[config.mk]
export PLATFORM = sky130hd
export DESIGN_NAME = countdown_timer
export DESIGN_NICKNAME = d
export VERILOG_FILES = /design/src/rtl/countdown_timer.sv
export SDC_FILE = /design/constraint.sdc
export NUM_CORES = 1
export LEC_CHECK = 0
export BUFFER_PORTS_ARGS = -buffer_cell sky130_fd_sc_hd__buf_2
export CAP_MARGIN = 20
export CORE_ASPECT_RATIO = 1.75
export CORE_MARGIN = 2
export CORE_UTILIZATION = 45
export DETAILED_ROUTE_END_ITERATION = 6
export PLACE_DENSITY = 0.68
export SKIP_LAST_GASP = 1
export SYNTH_ARGS = -nofsm -noshare
export SYNTH_HDL_FRONTEND = slang
export SYNTH_SLANG_ARGS = --single-unit
[constraint.sdc]
create_clock -name Clk -period 4 [get_ports Clk]
set_input_delay 0.8 -clock Clk [delete_from_list [all_inputs] [get_ports Clk]]
set_output_delay 0.8 -clock Clk [all_outputs]
set_load 0.02 [all_outputs]
[src/rtl/countdown_timer.sv]
// Loadable down-counter with selectable decrement (1/STEP2/STEP3), saturating
// terminal detection, a one-cycle Done pulse and optional periodic auto-reload.
module countdown_timer #(
  parameter int WIDTH = 16,
  parameter int STEP2 = 2,
  parameter int STEP3 = 5
) (
  input  logic             Clk,
  input  logic             Rst,
  input  logic [WIDTH-1:0] Par,
  input  logic             ParLd,
  input  logic             Init,
  input  logic [1:0]       Count,
  input  logic             Start,
  input  logic             Periodic,
  output logic [WIDTH-1:0] Res,
  output logic             Bo,
  output logic             Busy,
  output logic             Done
);

  typedef enum logic {
    IDLE = 1'b0,
    RUN  = 1'b1
  } state_t;

  state_t           r_state;
  logic [WIDTH-1:0] r_res;
  logic [WIDTH-1:0] r_reload;
  logic             r_done;

  logic [WIDTH-1:0] w_step;
  logic             w_terminal;
  logic             w_res_zero;

  // Step constants are truncated to the counter width.
  always_comb begin
    w_step = '0;
    case (Count)
      2'd1:    w_step = WIDTH'(1);
      2'd2:    w_step = WIDTH'(STEP2);
      2'd3:    w_step = WIDTH'(STEP3);
      default: w_step = '0;
    endcase
  end

  assign w_res_zero = (r_res == '0);
  // Saturating: any step that reaches or crosses zero is the terminal event.
  assign w_terminal = (Count != 2'd0) && (r_res <= w_step);

  always_ff @(posedge Clk or posedge Rst) begin
    if (Rst) begin
      r_state  <= IDLE;
      r_res    <= '0;
      r_reload <= '0;
      r_done   <= 1'b0;
    end else begin
      r_done <= 1'b0;
      if (Init) begin
        r_state  <= IDLE;
        r_res    <= '0;
        r_reload <= '0;
      end else if (ParLd) begin
        r_res    <= Par;
        r_reload <= Par;
      end else begin
        case (r_state)
          IDLE: begin
            if (Start && !w_res_zero)
              r_state <= RUN;
          end
          RUN: begin
            if (w_terminal) begin
              r_done <= 1'b1;
              if (Periodic && (r_reload != '0)) begin
                r_res <= r_reload;
              end else begin
                r_res   <= '0;
                r_state <= IDLE;
              end
            end else if (Count != 2'd0) begin
              r_res <= r_res - w_step;
            end
          end
          default: r_state <= IDLE;
        endcase
      end
    end
  end

  assign Res  = r_res;
  assign Bo   = w_res_zero;
  assign Busy = (r_state == RUN);
  assign Done = r_done;

endmodule

==> Yosys cells after proc, flatten, opt, wreduce, memory -nomap -nowiden <==
Index checks and enable logic that the tools add are counted.
{ "classes": {"n_addsub": 1, "order_cmp": 1, "eq_ne": 4, "muxes": 19, "n_bitwise": 1, "reduce_logical": 11} }
{ "op_table": {"columns": ["op", "n"], "rows": [
  ["$mux 16", 8],
  ["$le 16x16->1", 1],
  ["$logic_not 16->1", 1],
  ["$reduce_bool 16->1", 1],
  ["$sub 16x16->16", 1],
  ["$mux 1", 9],
  ["$pmux 3 s3", 1],
  ["$eq 2x2->1 const B", 2],
  ["$reduce_bool 2->1", 2],
  ["$reduce_bool 4->1", 1],
  ["$logic_and 1x1->1", 3],
  ["$reduce_bool 3->1", 1],
  ["$eq 2x1->1 const B", 1],
  ["$ne 2x1->1 const B", 1],
  ["$pmux 1 s2", 1],
  ["$reduce_and 2->1", 1],
  ["$logic_not 1->1", 1],
  ["$not 1->1", 1]
]} }
{ "word_totals": {"reg_bits": 34, "in_bits": 24, "out_inout_bits": 19, "elab_cells": 41} }

==> Longest topological paths before layout <==
{ "logic_depth": {"ltp_word": 8, "mapped_depth": 11, "depth_no_buf": 9} }

==> Least setup slack after synthesis <==
Ideal clock, no wire load.
{ "synth_timing": {"kind": "input to register", "from": "input port Count[0]", "to": "register r_res[4] (netlist: Res[4])", "setup_time_ns": 0.128, "arrival_ns": 2.590, "required_ns": 3.872, "path_slack_ns": 1.282, "cell_stages": 9, "n_path_buf": 2, "cell_sequence": "nand2b_1 -> fa_1 -> a21oi_1 -> o22ai_1 -> or2_1 -> buf_6 -> buf_2 -> a221oi_1 -> nor3_1"} }
{ "synth_between": {"elab_chain_len": 8, "elab_cells_between_ends": 15, "cone_classes": "1 x add/sub; 1 x order compare; 3 x eq/ne; 6 x mux; 4 x reduce/logical"} }
{ "synth_lines": {"columns": ["item", "line", "rtl"], "rows": [
  ["from (decl)", "13", "input logic [1:0] Count,"],
  ["$eq 2x2->1 or $eq 2x1->1 (tied branches)", "39", "case (Count)"],
  ["$pmux 3 s3", "39", null],
  ["$sub 16x16->16 or $le 16x16->1 (tied branches)", "82, 49", null],
  ["$mux 16 or $logic_and 1x1->1 (tied branches)", "81, 49", null],
  ["$mux 16", "73", "if (w_terminal) begin"],
  ["$mux 16", "67", "case (r_state)"],
  ["$mux 16", "63", "end else if (ParLd) begin"],
  ["$mux 16", "59", "if (Init) begin"],
  ["to (signal assigned)", "64", "r_res <= Par;"],
  ["to (signal assigned)", "76", "r_res <= r_reload;"],
  ["to (signal assigned)", "82", "r_res <= r_res - w_step;"],
  ["to (decl)", "28", "logic [WIDTH-1:0] r_res;"]
]} }
Parallel ways exist; a longest one is shown, timed or not. The select of a mux whose other input is x is not followed.
A chain may end at the register's enable or synchronous reset.

==> Worst setup path in the final report <==
{ "layout_timing": {"from": "input port Count[0]", "to": "register r_res[13] (netlist: Res[13])"} }
Same word-level chain as after synthesis.

==> metrics.md <==
| Metric | Value |
|---|---|
| Multi-input gate area | 1170 sq um |
| Crit. End Element | flip-flop |
| # port buffers | 42 |
| Net Sw Frac | a little over a third |
| Detail Placement HPWL | 4330 um |
| Share of cells above drive strength 1 | 21.9% |
| Mapped Area | about 2100 sq um |
| Post-route clock period utilization | 71.0% |
| Slew HR | 57.1% |
| Commonest non-fill, non-tap cells in the layout | buf_2, dfrtp_1, nor2_1 |
| Peak VDD IR | about 0.24 mV |
| Die width | 55.7 um |
| Final Util | 53.7% |
| M1 WL | 2290 um |
| Status | finished, final reports clean |
| Critical Path RT | around 4.2 ns |
| Gr usage total | 23.2% |
| WL met3 | 298 um |
| Hold_buf cts | 0 |
| F_max | 352 MHz |
| Worst-Skew Late Latency | 0.30 ns |
| Crit Path Category | in2reg |
| Clock network power share | about 28% |
| Hold_ws | 0.488 ns |
| Core box area | 4580 sq um |
| DR vias/cell | 5.97 |
| Clock root buffer | clkbuf_8 |
| Least-Margin Pin Slew | 0.640 ns |
| Die area | 5270 sq um |
| FFs w/ async S/R, synth | 100% |
| # H-tree levels | 2 |
| Min cycle time layout | ~2.8 ns |
| Max stage delay on crit path | 0.47 ns |
| Syn. warnings | 0 |
| Bufs on Longest Clock Path | 2 |
| Top routing layer used | met4 |
| Vias in the first global route | 1,858 |
| CTS sink count | 34 |
| Final hold viol count | 0 |
| Fillers | 448 |
| Overall Power | 954 uW |
| Main synth FF type | dfrtp_1 |
| Initial core utilization | 46.0% |
| WL per Instance | 17.9 um |
| Leakage | 1.14 nW |
| Initial antenna violation count | 0 |
| Main area contributors after synthesis | dfrtp_1, mux2i_1, nor2_1 |
| Post-Syn Area per Cell | between 9 and 10 sq um |
| CP cell instances | buf_2 -> nand2b_1 -> fa_1 -> a21oi_1 -> o22ai_1 -> or2_1 -> a311o_1 -> a311oi_1 |
| Chip height | 94.5 um |
| Post-CTS Setup Bufs | 0 |
| Site Rows | 33 |
| Psw | 334 uW |
| CTS tree | done |
| Syn nets | 256 |
| Sequential Power Share | 42.9% |
| Io pins | 43 |
| First-pass GRT wire length | 9400 um |
| Internal Power | 620 uW |
| Met2 WL post-DR | 2970 um |
| Final setup vio count | 0 |
| Cells after synthesis | 228 |
| Num CTS Buffers | 5 |
| Antenna diodes | 0 |
| Largest net degree at the start of global routing | 27 |
| Fin. max-slew vios | 0 |
| Reg2Reg Depth | 9 |
| Layout Skew | roughly 0.010 ns |
| Residual DRC | 0 |
| Antenna Nets Post-Route | 0 |
| Power Density | approximately 390 nW/um^2 |
| DR iter-0 viols | 78 |
| Post-Route WL | 5760 um |
| Total congestion overflow | 0 |
| CP max FO | 16 |
| Post-synth EDFFs | 0 |
| Unrepaired setup endpoints after global routing | false |
| Yosys cell types | 48 |
| Synth-to-layout area growth | 16.7% |
| Share of power burned in combinational logic | 28.9% |
| Placed standard-cell area | 2370 sq um |
| Register area | between 800 and 900 sq um |
| Max-cap violations | 0 |
| Highest-delay cell along the critical path | fa_1 |
| Routability cong. | 0.921 |
| Yosys top cell area share | 40.4% |
| Hold WC Path Type | in2async |
| Routed vias | 1,923 |
| Resized Gates After CTS | 0 |
| Final Instance Area | 2460 sq um |
| Sequential-to-total area share from yosys stat | 40.4% |
| Synthesis-stage register bit count | 34 |
| Final #Nets | 297 |
| Yosys top cell by area | dfrtp_1 |
| Commonest non-fill, non-tap cell in the layout | buf_2 |
| Critical Path AT | 3.04 ns |
| Clk pin slew, worst setup/hold paths | 0.07 ns |
| Critical path startpoint category | input port |
| Setup TNS | 0 ns |
| First-pass DRT Iterations | 4 |
[logic make-up (layout without fill, tap and decap cells)]
| group | after synthesis | after routing | synth area share [%] |
|---|---|---|---|
| simple gates | 91 | 91 | 23.0 |
| compound gates | 58 | 58 | 19.6 |
| flops | 34 | 34 | 40.4 |
| buf+inv | 18 | 60 | 3.98 |
| xor+xnor | 10 | 10 | 4.15 |
| fa+ha+maj | 4 | 4 | 2.73 |
| mux | 13 | 13 | 6.17 |
[critical path, delay by kind of cell]
| kind | cells | cell delay [ns] |
|---|---|---|
| AOI/OAI and AO/OA | 4 | 1.01 |
| adders and majority gates | 1 | 0.47 |
| buffers and inverters | 1 | 0.13 |
| and+or+nand+nor | 2 | 0.63 |
[synthesized netlist by cell type (3+ instances only)]
cell and number:
nand2_1 14, nor4_1 9, a211oi_1 4, and2_1 5, o21ai_0 17, a21oi_1 7, mux2i_1 13, a22oi_1 7
ha_1 3, clkbuf_1 6, xnor2_1 10, nand3_1 7, a221oi_1 6, dfrtp_1 34, nor3_1 8, nor2_1 32
inv_1 7
[final cells by class]
type	instances	share of cell area [%]
multi-input cells	176	47.7
flip-flops and latches	34	34.6
repair buffers	45	10.3
clock buffers	7	3.51
well taps	52	2.64
inverters	7	1.07
clock inverters	1	0.203
[registers in the layout, summed over array words and instances, names as in the netlist]
| register | flops |
|---|---|
| Res | 16 |
| r_reload | 16 |
| Busy | 1 |
| Done | 1 |
[stage by stage]
stage | setup WS [ns] | std cells
6_report | 1.16 | 322
5_1_grt | 0.964 | 322
4_1_cts | 1.15 | 322
3_5_place_dp | 0.834 | 314
3_3_place_gp | 0.915 | 313
2_1_floorplan | 1.28 | 228
[routing by layer]
| layer | GRT usage [%] | vias to the layer above |
|---|---|---|
| li1 | - | 926 |
| met1 | 28.1 | 911 |
| met2 | 39.5 | 69 |
| met3 | 3.56 | 17 |
| met4 | 12.4 | 0 |
| met5 | 0 | - |
[path summary, 6_finish.rpt]
check | slack [ns] | end | startpoint
hold / removal | 0.49 | r_reload[7] | Rst
setup reg to reg | 1.32 | Res[13] | Res[0]
setup / recovery | 1.16 | Res[13] | Count[0]
max in group asynchronous | 2.99 | Res[14] | Rst
hold reg to reg | 0.56 | r_reload[5] | r_reload[5]
min in group Clk | 0.56 | r_reload[5] | r_reload[5]
[power groups by stage]
stage               Combinational [mW]  Sequential [mW]  Clock [mW]
floorplan                        0.182            0.424           0
global placement                 0.271            0.414           0
detailed placement               0.275            0.415           0
CTS                              0.276            0.409       0.275
global route                     0.305            0.413       0.287
finish                           0.276            0.409       0.269
Note: power is estimated with default switching activity, not from simulation.
